`src/rtl/bitplane_to_vector_if.sv`:
```
// ============================================================================
// Module      : bitplane_to_vector_if
// Description : Row-in / vector-out handshake bundle for bitplane_to_vector.
//               The slave modport is the block's view; the master modport is the
//               row source and vector sink.
// Revision    : 1.0 - initial release
// ============================================================================
`default_nettype none

interface bitplane_to_vector_if #(
  parameter int ROWS = 8,
  parameter int COLS = 16
);
  logic [COLS-1:0]      row_in;
  logic                 row_valid;
  logic                 row_ready;
  logic                 row_last;
  logic [ROWS*COLS-1:0] vec_out;
  logic                 vec_valid;
  logic                 vec_ready;

  modport master (
    output row_in, row_valid, row_last, vec_ready,
    input  row_ready, vec_out, vec_valid
  );

  modport slave (
    input  row_in, row_valid, row_last, vec_ready,
    output row_ready, vec_out, vec_valid
  );
endinterface

`default_nettype wire

```
`src/rtl/bitplane_to_vector.sv`:
```
// ============================================================================
// Module      : bitplane_to_vector
// Description : Collects ROWS bit-plane rows of COLS bits and rebuilds COLS
//               byte lanes of ROWS bits each. Row r bit i lands at
//               vec_out[i*ROWS + ROWS-1-r]. A one-frame output buffer lets the
//               next frame fill while the current vector waits for its sink.
// Revision    : 1.0 - initial release
// ============================================================================
`default_nettype none

module bitplane_to_vector #(
  parameter int ROWS = 8,
  parameter int COLS = 16
) (
  input  logic                 clk,
  input  logic                 rst_n,
  bitplane_to_vector_if.slave  bus,
  input  logic                 err_clr_i,
  output logic                 frame_err_o,
  output logic [15:0]          frame_cnt_o
);

  localparam int              CW       = (ROWS > 1) ? $clog2(ROWS) : 1;
  localparam int              VW       = ROWS * COLS;
  localparam logic [CW-1:0]   LAST_ROW = CW'(ROWS - 1);

  typedef enum logic [0:0] {
    OUT_EMPTY = 1'b0,
    OUT_FULL  = 1'b1
  } out_state_e;

  out_state_e       out_state_q;
  logic [CW-1:0]    row_cnt_q,   row_cnt_d;
  logic [VW-1:0]    asm_q,       asm_d;
  logic [VW-1:0]    vec_q;
  logic             frame_err_q, frame_err_d;
  logic [15:0]      frame_cnt_q, frame_cnt_d;

  logic [VW-1:0]    row_spread;
  logic [VW-1:0]    row_mask;
  logic [VW-1:0]    merged;
  logic             row_ready;
  logic             accept;
  logic             is_last_row;
  logic             frame_done;
  logic             framing_err;

  // Only the final row of a frame can stall, and only while the buffer is
  // occupied and the sink is not taking it this cycle.
  assign is_last_row   = (row_cnt_q == LAST_ROW);
  assign row_ready     = !is_last_row || (out_state_q == OUT_EMPTY) || bus.vec_ready;
  assign accept        = bus.row_valid && row_ready;
  assign frame_done    = accept && is_last_row;
  assign framing_err   = accept && (bus.row_last != is_last_row);

  assign bus.row_ready = row_ready;
  assign bus.vec_out   = vec_q;
  assign bus.vec_valid = (out_state_q == OUT_FULL);
  assign frame_err_o   = frame_err_q;
  assign frame_cnt_o   = frame_cnt_q;

  // Scatter the incoming row onto its bit position within every lane.
  always_comb begin
    row_spread = '0;
    row_mask   = '0;
    for (int i = 0; i < COLS; i++) begin
      for (int r = 0; r < ROWS; r++) begin
        if (row_cnt_q == CW'(r)) begin
          row_spread[i*ROWS + ROWS - 1 - r] = bus.row_in[i];
          row_mask[i*ROWS + ROWS - 1 - r]   = 1'b1;
        end
      end
    end
    merged = (asm_q & ~row_mask) | row_spread;
  end

  // Next-state for row counter, assembly buffer, error flag and frame count.
  always_comb begin
    row_cnt_d   = row_cnt_q;
    asm_d       = asm_q;
    frame_err_d = frame_err_q;
    frame_cnt_d = frame_cnt_q;
    if (accept) begin
      // An early row_last abandons the partial frame; stale buffer bits are
      // overwritten row by row by the next frame, so no clear is needed.
      if (is_last_row || bus.row_last) begin
        row_cnt_d = '0;
      end else begin
        row_cnt_d = row_cnt_q + CW'(1);
      end
      if (!is_last_row) begin
        asm_d = merged;
      end
    end
    if (frame_done) begin
      frame_cnt_d = frame_cnt_q + 16'd1;
    end
    if (err_clr_i) begin
      frame_err_d = 1'b0;
    end
    // A fresh error on the same edge as a clear must remain visible.
    if (framing_err) begin
      frame_err_d = 1'b1;
    end
  end

  // Fill-side state registers.
  always_ff @(posedge clk or negedge rst_n) begin
    if (!rst_n) begin
      row_cnt_q   <= '0;
      asm_q       <= '0;
      frame_err_q <= 1'b0;
      frame_cnt_q <= 16'd0;
    end else begin
      row_cnt_q   <= row_cnt_d;
      asm_q       <= asm_d;
      frame_err_q <= frame_err_d;
      frame_cnt_q <= frame_cnt_d;
    end
  end

  // Output buffer FSM: a completed frame always loads; a handshake without a
  // new frame empties the buffer.
  always_ff @(posedge clk or negedge rst_n) begin
    if (!rst_n) begin
      out_state_q <= OUT_EMPTY;
      vec_q       <= '0;
    end else begin
      case (out_state_q)
        OUT_EMPTY: begin
          if (frame_done) begin
            out_state_q <= OUT_FULL;
            vec_q       <= merged;
          end
        end
        OUT_FULL: begin
          if (frame_done) begin
            out_state_q <= OUT_FULL;
            vec_q       <= merged;
          end else if (bus.vec_ready) begin
            out_state_q <= OUT_EMPTY;
          end
        end
        default: begin
          out_state_q <= OUT_EMPTY;
        end
      endcase
    end
  end

endmodule

`default_nettype wire

```
`src/flat_wrapper.sv`:
```
// flat-port wrapper written by rule: the top's interface ports become plain ports
module bitplane_to_vector_flat 
#(
  parameter int ROWS = 8,
  parameter int COLS = 16
)
  (clk, rst_n, err_clr_i, frame_err_o, frame_cnt_o, bus_row_in, bus_row_valid, bus_row_last, bus_vec_ready, bus_row_ready, bus_vec_out, bus_vec_valid);
  bitplane_to_vector_if #(.ROWS(ROWS), .COLS(COLS)) bus_i ();
  input  logic clk;
  input  logic rst_n;
  input  logic err_clr_i;
  output logic frame_err_o;
  output logic [15:0] frame_cnt_o;
  input wire logic [$bits(bus_i.row_in)-1:0] bus_row_in;
  input wire logic [$bits(bus_i.row_valid)-1:0] bus_row_valid;
  input wire logic [$bits(bus_i.row_last)-1:0] bus_row_last;
  input wire logic [$bits(bus_i.vec_ready)-1:0] bus_vec_ready;
  output wire logic [$bits(bus_i.row_ready)-1:0] bus_row_ready;
  output wire logic [$bits(bus_i.vec_out)-1:0] bus_vec_out;
  output wire logic [$bits(bus_i.vec_valid)-1:0] bus_vec_valid;
  assign bus_i.row_in = bus_row_in;
  assign bus_i.row_valid = bus_row_valid;
  assign bus_i.row_last = bus_row_last;
  assign bus_i.vec_ready = bus_vec_ready;
  assign bus_row_ready = bus_i.row_ready;
  assign bus_vec_out = bus_i.vec_out;
  assign bus_vec_valid = bus_i.vec_valid;
  bitplane_to_vector #(.ROWS(ROWS), .COLS(COLS)) u_core (.clk(clk), .rst_n(rst_n), .bus(bus_i), .err_clr_i(err_clr_i), .frame_err_o(frame_err_o), .frame_cnt_o(frame_cnt_o));
endmodule
```
`config.mk`:
```
export PLATFORM = sky130hd
export DESIGN_NAME = bitplane_to_vector_flat
export DESIGN_NICKNAME = d
export VERILOG_FILES = /design/src/rtl/bitplane_to_vector_if.sv /design/src/rtl/bitplane_to_vector.sv /design/src/flat_wrapper.sv
export SDC_FILE = /design/constraint.sdc
export NUM_CORES = 1
export LEC_CHECK = 0
export CELL_PAD_IN_SITES_DETAIL_PLACEMENT = 1
export CELL_PAD_IN_SITES_GLOBAL_PLACEMENT = 1
export CORE_MARGIN = 2
export CORE_UTILIZATION = 30
export CTS_CLUSTER_DIAMETER = 60
export DETAILED_ROUTE_END_ITERATION = 16
export GPL_ROUTABILITY_DRIVEN = 0
export PLACE_DENSITY = 0.65
export SLEW_MARGIN = 25
export SYNTH_ARGS = -nofsm -noshare
export SYNTH_HDL_FRONTEND = slang
export SYNTH_SLANG_ARGS = --single-unit
export TNS_END_PERCENT = 10
```
`constraint.sdc`:
```
create_clock -name clk -period 2.6 [get_ports clk]
set_clock_uncertainty 0.15 [all_clocks]
set_input_delay 0.65 -clock clk [delete_from_list [all_inputs] [get_ports clk]]
set_output_delay 0.65 -clock clk [all_outputs]
set_load 0.02 [all_outputs]
```
==> results of run 1 <==
[report_power, final]
group / total, mW / internal (mW) / switching [mW] / leakage [nW]
sequential: 5.23 / 4.81 / 0.413 / 3.49
clock: 4.31 / 2.61 / 1.71 / 0.502
combinational: 2.04 / 1.11 / 0.926 / 3.00
total: 11.6 / 8.53 / 3.05 / 6.98
[Yosys cell counts]
library cell / number / area [um^2]
nor3_2: 2 / 20.02
mux2i_1: 112 / 1121
dfrtp_1: 261 / 6531
o21ai_0: 108 / 540.5
nand4_1: 5 / 31.28
inv_1: 4 / 15.01
nor2b_1: 1 / 6.260
buf_6: 5 / 56.30
ha_1: 8 / 100.1
and4_1: 1 / 8.760
nand2b_1: 2 / 12.51
nor2_1: 2 / 7.510
o21ai_1: 8 / 40.04
nand3_1: 8 / 40.04
clkbuf_1: 28 / 105.1
buf_2: 21 / 105.1
and2_1: 4 / 25.02
inv_2: 2 / 7.510
xor2_1: 3 / 26.28
nor2_2: 1 / 6.260
nand3b_1: 1 / 7.510
and3_1: 5 / 31.28
xnor2_1: 12 / 105.1
mux2_2: 71 / 799.5
nand2_2: 5 / 31.28
nand2_1: 181 / 679.4
mux2_1: 31 / 349.1
buf_4: 9 / 67.56
mux2_4: 10 / 150.1
[per-stage QoR]
step / util / TNS, ns / cells / setup WS, ns
after floorplan: - / 0 / 911 / 0.5613
after global placement: 0.3743 / -0.1487 / 1536 / -0.1487
after detailed placement: 0.3743 / -0.1426 / 1536 / -0.1418
after CTS: 0.4027 / 0 / 1592 / 0.01123
after global routing: 0.4029 / 0 / 1592 / 0.01018
final: 0.4029 / 0 / 1592 / 0.09745
[how the worst max path moves through the flow]
| stage | slack (ns) | end | cells after the start | startpoint |
|---|---|---|---|---|
| 3_3_place_gp | -0.15 | bus_row_ready | 3 | bus_vec_ready |
| 6_report | 0.1 | bus_row_ready | 4 | u_core.row_cnt_q[1] |
| 2_1_floorplan | 0.56 | u_core.asm_q[20] | 6 | u_core.row_cnt_q[0] |
| 3_5_place_dp | -0.14 | bus_row_ready | 3 | bus_vec_ready |
| 5_1_grt | 0.01 | bus_row_ready | 4 | u_core.row_cnt_q[1] |
| 4_1_cts | 0.01 | bus_row_ready | 4 | u_core.row_cnt_q[1] |
[area by class of cell]
type	count	area (um^2)	area share
Sequential cell	261	6531	0.4449
Multi-Input combinational cell	581	4185	0.2851
Timing Repair Buffer	221	2335	0.1591
Clock buffer	46	912.1	0.06214
Tap cell	468	585.6	0.03989
Clock inverter	9	107.6	0.007330
Inverter	6	22.52	0.001534
[kinds of logic after synthesis]
kind of cell             after synthesis  share of synthesized area
AO/OA/AOI/OAI                        116                    0.05265
buffers and inverters                 69                    0.03234
XOR/XNOR                              15                    0.01191
AND/OR/NAND/NOR                      218                    0.08227
flip-flops                           261                     0.5923
adder cells (fa/ha/maj)                8                   0.009078
multiplexers                         224                     0.2194
[metal layers]
layer  vias to the layer above  routed length, um  GRT usage
met5                         -                  0          0
met4                         0                426    0.03086
met3                        31                955    0.02132
met2                       127              14620     0.2690
met1                      3785              14890     0.2310
li1                       3485                  -          -
[sequential cells by signal (all words and copies together) (netlist names)]
signal and count:
u_core.bus.vec_valid 1, u_core.frame_cnt_o 16, u_core.row_cnt_q 3, u_core.bus.vec_out 128, u_core.frame_err_o 1, u_core.asm_q 112
[worst max-delay path: cells and delay by family, from the launching register on]
| kind | cells | cell delay, ns |
|---|---|---|
| adders and majority gates | 2 | 0.43 |
| buffers and inverters | 1 | 0.19 |
| DFF | 1 | 0.40 |
| and+or+nand+nor | 1 | 0.13 |
[timing repair]
action / in CTS / in global routing
endpoints found under the setup margin: 1 / 1
hold buffers: 1 / 0
endpoints found under the hold margin: 60 / 0
gates resized for setup: 6 / 2
==> results.yml, run 1 <==
run_status:
  outcome: "complete, no violations"
detailed_routing:
  drt_wl_total_um: 30900
  dr.pass1.iters: 4
  route.detailed.drc: 0
  num_vias: 7428
  wl_per_cell_um: 19.41
  vias_per_cell: 4.666
  postRouteAntennaNets: 0
  dr.first_iter.drc_count: 340
global_routing:
  grt_antenna_before_repair: 0
  grt_overflow: 0
  grt_pass1_wl_um: 48280
  grt_pass1_vias: 7948
  grt_start_max_net_pins: 71
  grt_usage: 0.1627
cells_and_area:
  final_cell_mix: "261 x dfrtp_1, 177 x nand2_1, 166 x clkdlybuf4s50_1"
  filler_cell_count: 3893
  area_delta_synth_final_pct: 33.12
  drive_gt1_frac: 0.1806
  n_antenna_cell: 0
  fin_area_um2: 14680
  fin_nets: 1131
  layout_commonest_cell: "dfrtp_1"
setup_path:
  worst_setup_path_start_kind: "flip-flop"
  reg2reg_slack_ns: 0.46
  cp_slowest_stage_delay_ns: 0.40
  slowest_stage: "dfrtp_1"
  cp_cell_sequence: "ha_2, ha_4, nand3b_1, buf_4"
  worstSetupPathType: "flip-flop to primary output"
  cp_data_required_time_ns: 1.80
  crit_fanout: 4
  worstSetupEndpointType: "primary output"
  cp.arrival_ns: 1.70
  worstReg2RegStart: "u_core.row_cnt_q[1]"
  ff2ff_path_depth: 7
  worst_r2r_endpoint: "u_core.asm_q[121]"
clock_network:
  cts-root-buf: "clkbuf_16"
  h-tree-depth: 1
  tritoncts: "yes"
  post-cts-setup-buffers: 0
  cts_sinks: 261
  clk_pin_slew_ns: 0.06
  clock_latency_ns: 0.56
  numCtsBuffers: 30
  clockBufferDepth: 3
floorplan:
  coreArea_um2: 36430
  die_h_um: 195.7
  core.rowCount: 70
  initial_utilization: 0.3026
  die_x_um: 195.7
  dieArea_um2: 38310
  pin_count: 169
synthesis:
  synthCells: 911
  synth_nets: 941
  synth_seq_cells: 261
  syn-cell-area_um2: 11030
  seq_area_frac_synth: 0.5923
  yosys_warnings: 0
  avgSynthCellArea_um2: 12.10
  netlist-cell-type-count: 29
timing:
  clock.fmax_mhz: 399.6
  hold_viol_final: 0
  slew_headroom: 0.5451
  rsz0062_at_grt: "no"
  whs_ns: 0.3209
  final-setup-viol-count: 0
  worst_pin_slew_ns: 0.6800
  layout_min_cycle_time_ns: 2.503
  fin_crit_sh: 0.9625
  slew_viol_final: 0
job:
  cap_violations: 0
power_and_ir_drop:
  peakVddDrop_mv: 0.5282
  total_power_mw: 11.58
  power_per_cell_area_nw_per_um2: 788.6
  cellLeakagePower_nw: 6.984
place:
  dpl_cell_area_um2: 13640
  dpl.hpwl_um: 20620
  port_buffers: 168
hold_path:
  worstHoldStart: "u_core.frame_cnt_o[15]"
  hold_class: "flip-flop to flip-flop"
  min_to: "u_core.frame_cnt_o[15]"
  whs_path_depth: 1
Power figures use the tool's default switching activity.
==> run 2, diff against run 1 <==
--- a/config.mk
+++ b/config.mk
@@ -8,11 +8,12 @@
 export CELL_PAD_IN_SITES_DETAIL_PLACEMENT = 1
 export CELL_PAD_IN_SITES_GLOBAL_PLACEMENT = 1
 export CORE_MARGIN = 2
-export CORE_UTILIZATION = 30
+export CORE_UTILIZATION = 50
 export CTS_CLUSTER_DIAMETER = 60
 export DETAILED_ROUTE_END_ITERATION = 16
+export DONT_BUFFER_PORTS = 1
 export GPL_ROUTABILITY_DRIVEN = 0
-export PLACE_DENSITY = 0.65
+export PLACE_DENSITY = 0.84
 export SLEW_MARGIN = 25
 export SYNTH_ARGS = -nofsm -noshare
 export SYNTH_HDL_FRONTEND = slang
==> run 2 against run 1 <==
  * The run now ends with hold timing left
  * Core utilization increased by 17 points
  * Critical path depth down 1
  * Sequential power grew 3%
  * First-iteration DRC count is 0.59% lower
  * Design area fell by 16%
  * Clock power up 14%
  * Via count is 8.8% lower
  * Largest cell class unchanged
  * Sequential share of layout area grew 8.2 points
  * Fmax up 0.86%
  * Global-route usage increased by 7.6 points
  * Highest routed layer unchanged
  * Hold slack got worse by 0.66 ns
==> results.yml, run 2 (synthesized netlist as in run 1, its figures left out) <==
timing:
  whs_ns: -0.3354
  slew_viol_final: 0
  finalSetupTns_ns: 0
  hold_viol_final: 261
  slew_headroom: 0.4989
  rsz0062_at_grt: "no"
  worst_pin_slew_ns: 0.7516
  clock.fmax_mhz: 403.0
  fin_crit_sh: 0.9543
  final-setup-viol-count: 0
  layout_min_cycle_time_ns: 2.481
global_routing:
  grt_antenna_before_repair: 0
  grt_pass1_wl_um: 44130
  grt_start_max_net_pins: 262
  grt_usage: 0.2383
  grt_pass1_vias: 7667
  grt_overflow: 0
detailed_routing:
  drt_wl_total_um: 27450
  wl_met2_um: 13770
  vias_per_cell: 5.643
  num_vias: 6777
  top_layer: "met4"
  route.detailed.drc: 0
  wl_met3_um: 1740
  postRouteAntennaNets: 0
  dr.first_iter.drc_count: 338
  dr.pass1.iters: 4
  wl_per_cell_um: 22.85
  met1_length_um: 11580
floorplan:
  coreArea_um2: 21760
  dieArea_um2: 23260
  die_h_um: 152.5
  initial_utilization: 0.5068
  die_x_um: 152.5
  core.rowCount: 54
  pin_count: 169
place:
  port_buffers: 0
  dpl.hpwl_um: 17040
clock_network:
  cts_sinks: 261
  clk_pin_slew_ns: 0.06
  tritoncts: "yes"
  clock_latency_ns: 0.53
  clockBufferDepth: 3
  cts-root-buf: "clkbuf_16"
  numCtsBuffers: 28
  post-cts-setup-buffers: 0
  h-tree-depth: 1
power_and_ir_drop:
  power.internal_mw: 8.933
  cellLeakagePower_nw: 6.210
  seqPwrFrac: 0.457
  p_comb_frac: 0.127
  p_sw_frac: 0.2449
  power.switching_mw: 2.898
  total_power_mw: 11.83
  clkPwrFrac: 0.415
  power_per_cell_area_nw_per_um2: 954.5
  peakVddDrop_mv: 0.7138
cells_and_area:
  largest_reg_flops: 128
  layout_commonest_cell: "dfrtp_1"
  n_antenna_cell: 0
  drive_gt1_frac: 0.1802
  area_delta_synth_final_pct: 12.40
  filler_cell_count: 2142
  fin_nets: 929
  final_cell_mix: "261 x dfrtp_1, 181 x nand2_1, 112 x mux2i_1"
run_status:
  violations: "hold timing"
  outcome: "finished with violations"
setup_path:
  worstSetupEndpointType: "primary output"
  cp.arrival_ns: 1.68
  worstSetupPathType: "flip-flop to primary output"
  worst_setup_path_start_kind: "flip-flop"
  crit_fanout: 4
  cp_data_required_time_ns: 1.80
job:
  cap_violations: 0
hold_path:
  hold_class: "primary input to async pin"
-- run 2: critical path, stage by stage (launching register included) --
cell and delay, ns:
dfrtp_1 0.41, ha_1 0.24, ha_2 0.22, nand3b_1 0.29
-- run 2: area by class of cell --
class | count | area, um^2 | area share
clock buffers | 35 | 798.3 | 0.06441
clock inverters | 17 | 365.4 | 0.02948
inverters | 6 | 22.52 | 0.001817
multi-input cells | 581 | 4156 | 0.3354
flip-flops and latches | 261 | 6531 | 0.5270
well taps | 280 | 350.3 | 0.02827
repair buffers | 21 | 170.2 | 0.01373
-- run 2: what timing repair did --
| action | 4_1_cts | 5_1_grt |
|---|---|---|
| setup endpoints to repair | 0 | 1 |
| hold endpoints to repair | 261 | 261 |
| gates resized for setup | 0 | 1 |
-- run 2: power groups by stage --
stage | Combinational, mW | Sequential [mW] | Clock (mW)
after floorplan | 1.23 | 5.29 | 0
after global placement | 1.42 | 5.40 | 0
after detailed placement | 1.51 | 5.47 | 0
after CTS | 1.53 | 5.41 | 5.00
after global routing | 1.67 | 5.50 | 5.16
final | 1.51 | 5.41 | 4.91
-- run 2: metal layers --
layer	vias to the layer above	global-route usage
li1	3067	-
met1	3524	0.3056
met2	151	0.4136
met3	35	0.06086
met4	0	0.04850
met5	-	0
-- run 2: path summary, 6_finish.rpt --
check	slack [ns]	cells past startpoint	endpoint	from
max	0.12	3	bus_row_ready	u_core.row_cnt_q[0]
min	-0.34	0	u_core.frame_cnt_o[6]	rst_n
max reg2reg	0.30	6	u_core.asm_q[89]	u_core.row_cnt_q[0]
min reg2reg	0.34	1	u_core.asm_q[73]	u_core.asm_q[73]
max in group asynchronous	2.22	0	u_core.asm_q[74]	rst_n
min in group clk	0.08	2	u_core.bus.vec_out[112]	bus_row_in[14]
-- run 2: stage by stage --
stage,cells,instance area [um^2],util,setup slack (ns),hold WS (ns)
after global routing,1201,12390,0.5697,0.03880,-0.3630
after global placement,1149,11230,0.5161,0.3243,0.2095
final,1201,12390,0.5697,0.1188,-0.3354
after CTS,1201,12390,0.5696,0.01832,-0.3573
after detailed placement,1149,11230,0.5161,0.2349,0.2093
after floorplan,911,11030,-,0.5613,0.2044
==> run 3, diff against run 2 <==
--- a/config.mk
+++ b/config.mk
@@ -8,12 +8,12 @@
 export CELL_PAD_IN_SITES_DETAIL_PLACEMENT = 1
 export CELL_PAD_IN_SITES_GLOBAL_PLACEMENT = 1
 export CORE_MARGIN = 2
-export CORE_UTILIZATION = 50
+export CORE_UTILIZATION = 25
 export CTS_CLUSTER_DIAMETER = 60
 export DETAILED_ROUTE_END_ITERATION = 16
 export DONT_BUFFER_PORTS = 1
 export GPL_ROUTABILITY_DRIVEN = 0
-export PLACE_DENSITY = 0.84
+export PLACE_DENSITY = 0.51
 export SLEW_MARGIN = 25
 export SYNTH_ARGS = -nofsm -noshare
 export SYNTH_HDL_FRONTEND = slang
==> run 3 against run 2 <==
  * Die area rose by 97%
  * Worst setup slack got worse by 0.0055 ns
  * Critical path depth did not move
  * Final cell count rose by 27%
  * Core utilization fell by 27 points
  * The flow still finishes with violations (hold timing)
==> results.yml, run 3 (synthesized netlist as in run 1, its figures left out) <==
run_status:
  violations: "hold timing"
  outcome: "finished with violations"
timing:
  rsz0062_at_grt: "no"
  worst_pin_slew_ns: 0.4847
  whs_ns: -0.3305
  finalWorstSetupSlack_ns: 0.1133
  layout_min_cycle_time_ns: 2.487
  slew_headroom: 0.6751
  finalSetupTns_ns: 0
  hold_viol_final: 261
  clock.fmax_mhz: 402.1
  final-setup-viol-count: 0
  fin_crit_sh: 0.9564
  slew_viol_final: 0
cells_and_area:
  fin_nets: 948
  multi_input_area_um2: 4192
  n_antenna_cell: 0
  largest_reg_flops: 128
  layout_commonest_cell: "dfrtp_1"
  final_cell_mix: "260 x dfrtp_1, 177 x nand2_1, 112 x mux2i_1"
  filler_cell_count: 4706
  drive_gt1_frac: 0.1994
  final-seq-area_um2: 6533
  area_delta_synth_final_pct: 17.04
  final_cells: 1528
setup_path:
  crit_fanout: 4
  worstSetupPathType: "flip-flop to primary output"
  cp_data_required_time_ns: 1.80
  worstReg2RegStart: "u_core.row_cnt_q[1]"
  worst_setup_path_start_kind: "flip-flop"
  worst_r2r_endpoint: "u_core.bus.vec_out[66]"
  cp.arrival_ns: 1.69
  reg2reg_slack_ns: 0.49
  worstSetupEndpointType: "primary output"
  ff2ff_path_depth: 6
place:
  dp.cells: 1467
  place_worst_setup_slack_ns: 0.3478
  dpl.hpwl_um: 20250
  port_buffers: 0
power_and_ir_drop:
  peakVddDrop_mv: 0.5394
  cellLeakagePower_nw: 6.276
  total_power_mw: 11.43
  power_per_cell_area_nw_per_um2: 885.7
clock_network:
  clockBufferDepth: 3
  h-tree-depth: 2
  numCtsBuffers: 34
  post-cts-setup-buffers: 0
  cts_sinks: 261
  tritoncts: "yes"
  cts-root-buf: "clkbuf_16"
  clock_latency_ns: 0.54
  clk_pin_slew_ns: 0.06
global_routing:
  grt_overflow: 0
  grt_pass1_wl_um: 48040
  grt_pass1_vias: 7076
  grt_start_max_net_pins: 262
  grt_usage: 0.1392
  grt_antenna_before_repair: 0
detailed_routing:
  drt_wl_total_um: 31290
  postRouteAntennaNets: 0
  vias_per_cell: 4.344
  dr.first_iter.drc_count: 358
  dr.pass1.iters: 4
  wl_per_cell_um: 20.48
  route.detailed.drc: 0
  num_vias: 6637
floorplan:
  coreArea_um2: 43270
  pin_count: 169
  die_x_um: 214.0
  dieArea_um2: 45800
  initial_utilization: 0.2549
  core.rowCount: 76
  die_h_um: 214.0
hold_path:
  hold_class: "primary input to async pin"
job:
  cap_violations: 0
==> run 3: area by class of cell <==
class | count | share of cell area
clock inverters | 10 | 0.006883
well taps | 585 | 0.05671
multi-input cells | 581 | 0.3248
flip-flops and latches | 261 | 0.5062
clock buffers | 51 | 0.07717
repair buffers | 34 | 0.02656
inverters | 6 | 0.001745
==> run 3: through the flow <==
step | util | area [um^2]
after floorplan | - | 11030
after global placement | 0.2728 | 11810
after detailed placement | 0.2728 | 11810
after CTS | 0.2982 | 12900
after global routing | 0.2983 | 12910
final | 0.2983 | 12910
==> run 3: power breakdown <==
group          total (mW)  internal (mW)  switching, mW
sequential           5.37           4.81          0.556
clock                4.58           2.76           1.82
combinational        1.49          0.872          0.613
==> run 3: what timing repair did <==
item | in CTS | in global routing
resized for setup | 3 | 1
hold endpoints to repair | 261 | 261
endpoints found under the setup margin | 1 | 1
==> run 3: worst max-delay path, stage by stage (launching register included) <==
cell and delay (ns):
dfrtp_1 0.41, ha_2 0.22, ha_4 0.18, nand3b_1 0.34
==> run 3: routing by layer <==
| metal | global-route usage | wire, um |
|---|---|---|
| met4 | 0.03660 | 619 |
| met2 | 0.2183 | 14520 |
| met5 | 0 | 0 |
| met1 | 0.1810 | 13920 |
| met3 | 0.05106 | 2235 |
==> run 3: worst max path at each step <==
stage,from,endpoint,slack [ns],depth (start not counted)
floorplan,u_core.row_cnt_q[0],u_core.asm_q[20],0.56,6
global placement,u_core.row_cnt_q[2],u_core.frame_cnt_o[8],0.41,5
detailed placement,u_core.row_cnt_q[2],u_core.frame_cnt_o[12],0.35,5
CTS,u_core.row_cnt_q[0],bus_row_ready,0.008,3
global route,u_core.row_cnt_q[1],bus_row_ready,0.03,3
finish,u_core.row_cnt_q[0],bus_row_ready,0.11,3
